File: config.mk
export PLATFORM = sky130hd
export DESIGN_NAME = axi_burst_master
export DESIGN_NICKNAME = d
export VERILOG_FILES = /design/src/rtl/axi_burst_master.sv
export SDC_FILE = /design/constraint.sdc
export NUM_CORES = 1
export LEC_CHECK = 0
export BUFFER_PORTS_ARGS = -buffer_cell sky130_fd_sc_hd__buf_2
export CAP_MARGIN = 20
export CORE_AREA = 2 2 185 187
export CTS_CLUSTER_SIZE = 8
export DETAILED_ROUTE_END_ITERATION = 16
export DIE_AREA = 0 0 187 189
export GPL_ROUTABILITY_DRIVEN = 1
export SYNTH_ARGS = -nofsm -noshare
export SYNTH_HDL_FRONTEND = slang
export SYNTH_SLANG_ARGS = --single-unit
File: constraint.sdc
create_clock -name clk_i -period 7.1 [get_ports clk_i]
set_input_delay 1.065 -clock clk_i [delete_from_list [all_inputs] [get_ports clk_i]]
set_output_delay 1.065 -clock clk_i [all_outputs]
set_load 0.05 [all_outputs]
File: src/rtl/axi_burst_master.sv
// ----------------------------------------------------------------------------
// axi_burst_master
//   AXI4 initiator: each accepted command becomes exactly one INCR burst.
//   One transaction is in flight at a time. Bursts that would cross a 4 KiB
//   page are rejected without any AXI traffic.
//
//   Ports
//     clk_i, rst_i       clock, synchronous active-high reset
//     cmd_*              command stream (write flag, start address, len)
//     wdata_*, wstrb_i   write data stream, passed straight through to W
//     rdata_*            read data stream, passed straight through from R
//     done_o, err_o      one-cycle completion pulse with error flag
//     axi_req_o          AXI4 request (AW, W, B ready, AR, R ready)
//     axi_rsp_i          AXI4 response
// ----------------------------------------------------------------------------
package axi_burst_pkg;
    localparam int unsigned AW = 32;
    localparam int unsigned DW = 64;
    localparam int unsigned IW = 4;
    localparam int unsigned UW = 1;

    localparam logic [1:0] BURST_INCR = 2'b01;
    localparam logic [1:0] RESP_OKAY  = 2'b00;

    typedef struct packed {
        logic [IW-1:0] id;
        logic [AW-1:0] addr;
        logic [7:0]    len;
        logic [2:0]    size;
        logic [1:0]    burst;
        logic          lock;
        logic [3:0]    cache;
        logic [2:0]    prot;
        logic [3:0]    qos;
        logic [3:0]    region;
        logic [UW-1:0] user;
    } ax_chan_t;

    typedef struct packed {
        logic [DW-1:0]   data;
        logic [DW/8-1:0] strb;
        logic            last;
        logic [UW-1:0]   user;
    } w_chan_t;

    typedef struct packed {
        logic [IW-1:0] id;
        logic [1:0]    resp;
        logic [UW-1:0] user;
    } b_chan_t;

    typedef struct packed {
        logic [IW-1:0] id;
        logic [DW-1:0] data;
        logic [1:0]    resp;
        logic          last;
        logic [UW-1:0] user;
    } r_chan_t;

    typedef struct packed {
        ax_chan_t aw;
        logic     aw_valid;
        w_chan_t  w;
        logic     w_valid;
        logic     b_ready;
        ax_chan_t ar;
        logic     ar_valid;
        logic     r_ready;
    } axi_req_t;

    typedef struct packed {
        logic    aw_ready;
        logic    ar_ready;
        logic    w_ready;
        logic    b_valid;
        b_chan_t b;
        logic    r_valid;
        r_chan_t r;
    } axi_rsp_t;
endpackage

module axi_burst_master #(
    parameter int unsigned        AddrWidth = 32,
    parameter int unsigned        DataWidth = 64,
    parameter int unsigned        IdWidth   = 4,
    parameter int unsigned        UserWidth = 1,
    parameter logic [IdWidth-1:0] AxiId     = '0,
    parameter type                req_t     = axi_burst_pkg::axi_req_t,
    parameter type                rsp_t     = axi_burst_pkg::axi_rsp_t
) (
    input  logic                   clk_i,
    input  logic                   rst_i,
    input  logic                   cmd_valid_i,
    output logic                   cmd_ready_o,
    input  logic                   cmd_write_i,
    input  logic [AddrWidth-1:0]   cmd_addr_i,
    input  logic [7:0]             cmd_len_i,
    input  logic                   wdata_valid_i,
    output logic                   wdata_ready_o,
    input  logic [DataWidth-1:0]   wdata_i,
    input  logic [DataWidth/8-1:0] wstrb_i,
    output logic                   rdata_valid_o,
    input  logic                   rdata_ready_i,
    output logic [DataWidth-1:0]   rdata_o,
    output logic                   rdata_last_o,
    output logic                   done_o,
    output logic                   err_o,
    output req_t                   axi_req_o,
    input  rsp_t                   axi_rsp_i
);
    localparam int unsigned          Bytes     = DataWidth / 8;
    localparam logic [2:0]           AxSize    = 3'($clog2(Bytes));
    localparam logic [AddrWidth-1:0] AlignMask = ~AddrWidth'(Bytes - 1);

    typedef enum logic [2:0] {
        ST_IDLE, ST_AW, ST_W, ST_B, ST_AR, ST_R, ST_DONE
    } state_e;

    state_e                 state_q, state_d;
    logic [AddrWidth-1:0]   addr_q, addr_d;
    logic [7:0]             len_q, len_d;
    logic [7:0]             cnt_q, cnt_d;
    logic                   err_q, err_d;

    logic [AddrWidth-1:0]   aligned_addr;
    logic [31:0]            span;
    logic                   crosses_4k;
    logic                   cnt_at_len;
    logic                   b_bad, r_bad;
    logic [UserWidth-1:0]   unused_user;

    assign aligned_addr = cmd_addr_i & AlignMask;
    // Offset inside the page plus burst size; exactly 4096 still fits.
    assign span         = 32'(aligned_addr[11:0]) + (32'(cmd_len_i) + 32'd1) * 32'(Bytes);
    assign crosses_4k   = span > 32'd4096;
    assign cnt_at_len   = cnt_q == len_q;
    assign b_bad        = (axi_rsp_i.b.resp != axi_burst_pkg::RESP_OKAY) || (axi_rsp_i.b.id != AxiId);
    assign r_bad        = (axi_rsp_i.r.resp != axi_burst_pkg::RESP_OKAY) || (axi_rsp_i.r.id != AxiId);
    assign unused_user  = axi_rsp_i.b.user ^ axi_rsp_i.r.user;

    // State register.
    // NOTE: sequential state uses non-blocking assignments so every flop
    // samples pre-edge values regardless of process evaluation order.
    always_ff @(posedge clk_i) begin
        if (rst_i) begin
            state_q <= ST_IDLE;
            addr_q  <= '0;
            len_q   <= '0;
            cnt_q   <= '0;
            err_q   <= 1'b0;
        end else begin
            state_q <= state_d;
            addr_q  <= addr_d;
            len_q   <= len_d;
            cnt_q   <= cnt_d;
            err_q   <= err_d;
        end
    end

    // Next-state and datapath update.
    // NOTE: every target gets a default first so no path leaves it unassigned,
    // which would otherwise infer a latch.
    always_comb begin
        state_d = state_q;
        addr_d  = addr_q;
        len_d   = len_q;
        cnt_d   = cnt_q;
        err_d   = err_q;
        unique case (state_q)
            ST_IDLE: begin
                if (cmd_valid_i) begin
                    addr_d = aligned_addr;
                    len_d  = cmd_len_i;
                    cnt_d  = '0;
                    err_d  = 1'b0;
                    if (crosses_4k) begin
                        err_d   = 1'b1;
                        state_d = ST_DONE;
                    end else begin
                        state_d = cmd_write_i ? ST_AW : ST_AR;
                    end
                end
            end
            ST_AW: if (axi_rsp_i.aw_ready) state_d = ST_W;
            ST_AR: if (axi_rsp_i.ar_ready) state_d = ST_R;
            ST_W: begin
                if (wdata_valid_i && axi_rsp_i.w_ready) begin
                    // Hold the counter at len so it can never wrap.
                    if (cnt_at_len) state_d = ST_B;
                    else            cnt_d   = cnt_q + 8'd1;
                end
            end
            ST_B: begin
                if (axi_rsp_i.b_valid) begin
                    if (b_bad) err_d = 1'b1;
                    state_d = ST_DONE;
                end
            end
            ST_R: begin
                if (axi_rsp_i.r_valid && rdata_ready_i) begin
                    if (r_bad) err_d = 1'b1;
                    // Either the slave's last or our own count ends the burst;
                    // disagreement between them is a protocol error.
                    if (axi_rsp_i.r.last || cnt_at_len) begin
                        if (axi_rsp_i.r.last != cnt_at_len) err_d = 1'b1;
                        state_d = ST_DONE;
                    end else begin
                        cnt_d = cnt_q + 8'd1;
                    end
                end
            end
            ST_DONE: state_d = ST_IDLE;
            default: state_d = ST_IDLE;
        endcase
    end

    // Outputs decoded from the registered state; W and R are pass-through.
    always_comb begin
        axi_req_o     = '0;
        cmd_ready_o   = 1'b0;
        wdata_ready_o = 1'b0;
        rdata_valid_o = 1'b0;
        rdata_o       = '0;
        rdata_last_o  = 1'b0;
        done_o        = 1'b0;
        err_o         = 1'b0;
        unique case (state_q)
            ST_IDLE: cmd_ready_o = 1'b1;
            ST_AW: begin
                axi_req_o.aw_valid = 1'b1;
                axi_req_o.aw.id    = AxiId;
                axi_req_o.aw.addr  = addr_q;
                axi_req_o.aw.len   = len_q;
                axi_req_o.aw.size  = AxSize;
                axi_req_o.aw.burst = axi_burst_pkg::BURST_INCR;
            end
            ST_W: begin
                axi_req_o.w_valid  = wdata_valid_i;
                axi_req_o.w.data   = wdata_i;
                axi_req_o.w.strb   = wstrb_i;
                axi_req_o.w.last   = cnt_at_len;
                wdata_ready_o      = axi_rsp_i.w_ready;
            end
            ST_B: axi_req_o.b_ready = 1'b1;
            ST_AR: begin
                axi_req_o.ar_valid = 1'b1;
                axi_req_o.ar.id    = AxiId;
                axi_req_o.ar.addr  = addr_q;
                axi_req_o.ar.len   = len_q;
                axi_req_o.ar.size  = AxSize;
                axi_req_o.ar.burst = axi_burst_pkg::BURST_INCR;
            end
            ST_R: begin
                axi_req_o.r_ready  = rdata_ready_i;
                rdata_valid_o      = axi_rsp_i.r_valid;
                rdata_o            = axi_rsp_i.r.data;
                rdata_last_o       = axi_rsp_i.r.last;
            end
            ST_DONE: begin
                done_o = 1'b1;
                err_o  = err_q;
            end
            default: ;
        endcase
    end
endmodule

==> results.sh <==
export IMPL_hold_violations=0
export IMPL_rsz0062_at_grt="false"
export IMPL_dieWidth_um=187
export IMPL_synth_edff_count=0
export IMPL_worstSetupPathType="reg2out"
export IMPL_vdd_ir_drop_max_v=0.000140
export IMPL_total_leakage_power_nw=4.16
export IMPL_numCtsBuffers=5
export IMPL_yosys_warnings=0
export IMPL_switchingPower_mw=1.43
export IMPL_ys_seq_area_frac=0.212
export IMPL_grt_pass1_vias=5231
export IMPL_finalSetupViolations=0
export IMPL_rrSetupSlack_ps=4270
export IMPL_syn_to_final_growth_pct=54.3
export IMPL_relSlewSlack=0.389
export IMPL_cts_sinks=49
export IMPL_vias_per_cell=3.90
export IMPL_core_rowCount=67
export IMPL_n_fill_cell=3789
export IMPL_p_int_mw=0.869
export IMPL_grt_max_degree=87
export IMPL_critPathLaunchType="flop"
export IMPL_crit_fanout=69
export IMPL_reg2regPathDepth=6
export IMPL_rr_endpoint="cnt_q[6]"
export IMPL_wl_per_cell_um=16.6
export IMPL_fin_skew_ps=10.6
export IMPL_powerDensity_nw_per_um2=323
export IMPL_dp_hpwl_um=20700
export IMPL_clk_path_buf_depth=2
export IMPL_worstHoldPathType="reg2reg"
export IMPL_clock_latency_ps=310
export IMPL_postCtsSetupBuffers=0
export IMPL_finalCritPeriodShare=0.509
export IMPL_async_flop_share=0
export IMPL_tns_ps=0
export IMPL_routabilityCongestion=0.844
export IMPL_floorplan_initialDensity=0.139
export IMPL_tightest_slew_ps=917
export IMPL_slew_violations=0
export IMPL_ys_ff_latch=49
export IMPL_hold_buffers=0
export IMPL_p_total_mw=2.30
export IMPL_hold_start="addr_q[17]"
export IMPL_io_pins=483
export IMPL_clkSlewWorstSetupHoldPaths_ps=80
export IMPL_drtIter0Drc=228
export IMPL_antenna_left=0
export IMPL_status="finished, final reports clean"
export IMPL_cp_arrival_ps=2550
export IMPL_avgSynthCellArea_sq_um=7.09
export IMPL_post_route_drc_count=0
export IMPL_pwr_share_seq=0.181
export IMPL_htreeDepth=2
export IMPL_clock_fmax_ghz=0.277
export IMPL_synthFlopType="dfxtp_1"
export IMPL_hold_end="addr_q[17]"
export IMPL_p_clk_frac=0.112
export IMPL_p_comb_frac=0.706
export IMPL_yosysUniqueCellTypes=52
export IMPL_via_count=5814
export IMPL_layout_common_cells="buf_2, and2_1, nand2_1, and3_1, conb_1"
export IMPL_final_common_cell="buf_2"
export IMPL_reg2reg_from="state_q[2]"
export IMPL_drive_gt1_frac=0.434
export IMPL_port_buffers=424
export IMPL_cts_resized=0
export IMPL_antenna_found_initial=9
export IMPL_die_y_um=189
export IMPL_synth_cell_area_sq_um=4620
export IMPL_tritoncts="yes"
export IMPL_syn_inst=652
export IMPL_core_area_sq_um=33300
export IMPL_switching_share=0.623
export IMPL_nets=1248
export IMPL_required_ps=6030
export IMPL_grt_pass1_wl_um=34500
export IMPL_critPathCaptureType="output port"
export IMPL_first_pass_iters=4
export IMPL_grt_overflow_total=0
export IMPL_cap_violations=0
export IMPL_grt_use_total=0.130
export IMPL_cts_root_buf="clkbuf_16"
export IMPL_wl_um=24700
export IMPL_die_area_sq_um=35300
export IMPL_fin_crit_ps=3610
export IMPL_whs_path_depth=2
[through the flow]
stage | utilization | hold WS [ps] | cells | area, sq um | worst slack (ps)
floorplan | - | 440 | 704 | 4810 | 3610
global placement | 0.208 | 452 | 1471 | 6910 | 3350
detailed placement | 0.208 | 457 | 1472 | 6930 | 3300
CTS | 0.213 | 468 | 1480 | 7080 | 3320
global route | 0.214 | 489 | 1481 | 7110 | 3250
finish | 0.214 | 464 | 1489 | 7130 | 3490
[worst max path at each step]
stage / to / depth (start not counted) / slack [ps] / startpoint
finish: axi_req_o[0] / 3 / 3490 / state_q[2]
global route: axi_req_o[0] / 3 / 3250 / state_q[2]
CTS: axi_req_o[41] / 3 / 3320 / state_q[2]
detailed placement: state_q[1] / 10 / 3300 / cmd_len_i[2]
global placement: state_q[1] / 10 / 3350 / cmd_len_i[2]
floorplan: axi_req_o[71] / 4 / 3610 / cnt_q[2]
[sequential cells by signal, indices dropped and copies added, names as in the netlist]
register  cells
err_q         1
addr_q       29
state_q       3
len_q         8
cnt_q         8
[area by class of cell]
cell class	count	area [sq um]	share of cell area
clock buffer	5	125	0.0176
antenna	8	20.0	0.00281
inverter	6	22.5	0.00316
clock inverter	3	26.3	0.00369
tap	448	561	0.0787
sequential	49	982	0.138
timing repair buffer	430	2200	0.308
multi-input combinational	540	3190	0.448
[critical path: stages, from the launching register on]
cell,delay (ps)
dfxtp_1,730
and3b_2,900
and2_1,280
buf_2,310
[power by group through the flow]
stage	Combinational (mW)	Clock, mW	Sequential (mW)
after global routing	1.74	0.283	0.432
after CTS	1.62	0.271	0.423
after floorplan	1.26	0	0.373
after detailed placement	1.62	0	0.428
after global placement	1.58	0	0.425
final	1.63	0.259	0.417
[cell usage after synthesis (5+ instances only)]
| cell | instances | area [sq um] |
|---|---|---|
| clkbuf_1 | 45 | 169 |
| a21oi_1 | 47 | 235 |
| xnor2_1 | 15 | 131 |
| xor2_1 | 8 | 70.1 |
| nand4_1 | 6 | 37.5 |
| nand3_1 | 8 | 40.0 |
| dfxtp_1 | 49 | 981 |
| ha_1 | 13 | 163 |
| nand2b_1 | 5 | 31.3 |
| buf_4 | 60 | 450 |
| and3_1 | 81 | 507 |
| nor3_1 | 8 | 40.0 |
| nand2_1 | 81 | 304 |
| and2_1 | 146 | 913 |
| nor2_1 | 17 | 63.8 |
[routing by layer]
metal / up-vias / routed length (um) / GRT usage
met5: - / 50 / 0
met3: 22 / 2430 / 0.0510
met2: 272 / 11100 / 0.209
met1: 2677 / 10900 / 0.169
met4: 8 / 180 / 0.0168
li1: 2835 / - / -
[kinds of logic after synthesis]
| family | Yosys count | synth area share |
|---|---|---|
| xor+xnor | 23 | 0.0436 |
| simple gates | 367 | 0.447 |
| other cells | 1 | 0.000812 |
| mux | 4 | 0.00867 |
| buf+inv | 115 | 0.143 |
| compound gates | 79 | 0.106 |
| fa+ha+maj | 14 | 0.0395 |
| flops | 49 | 0.212 |
Power figures use the tool's default switching activity.
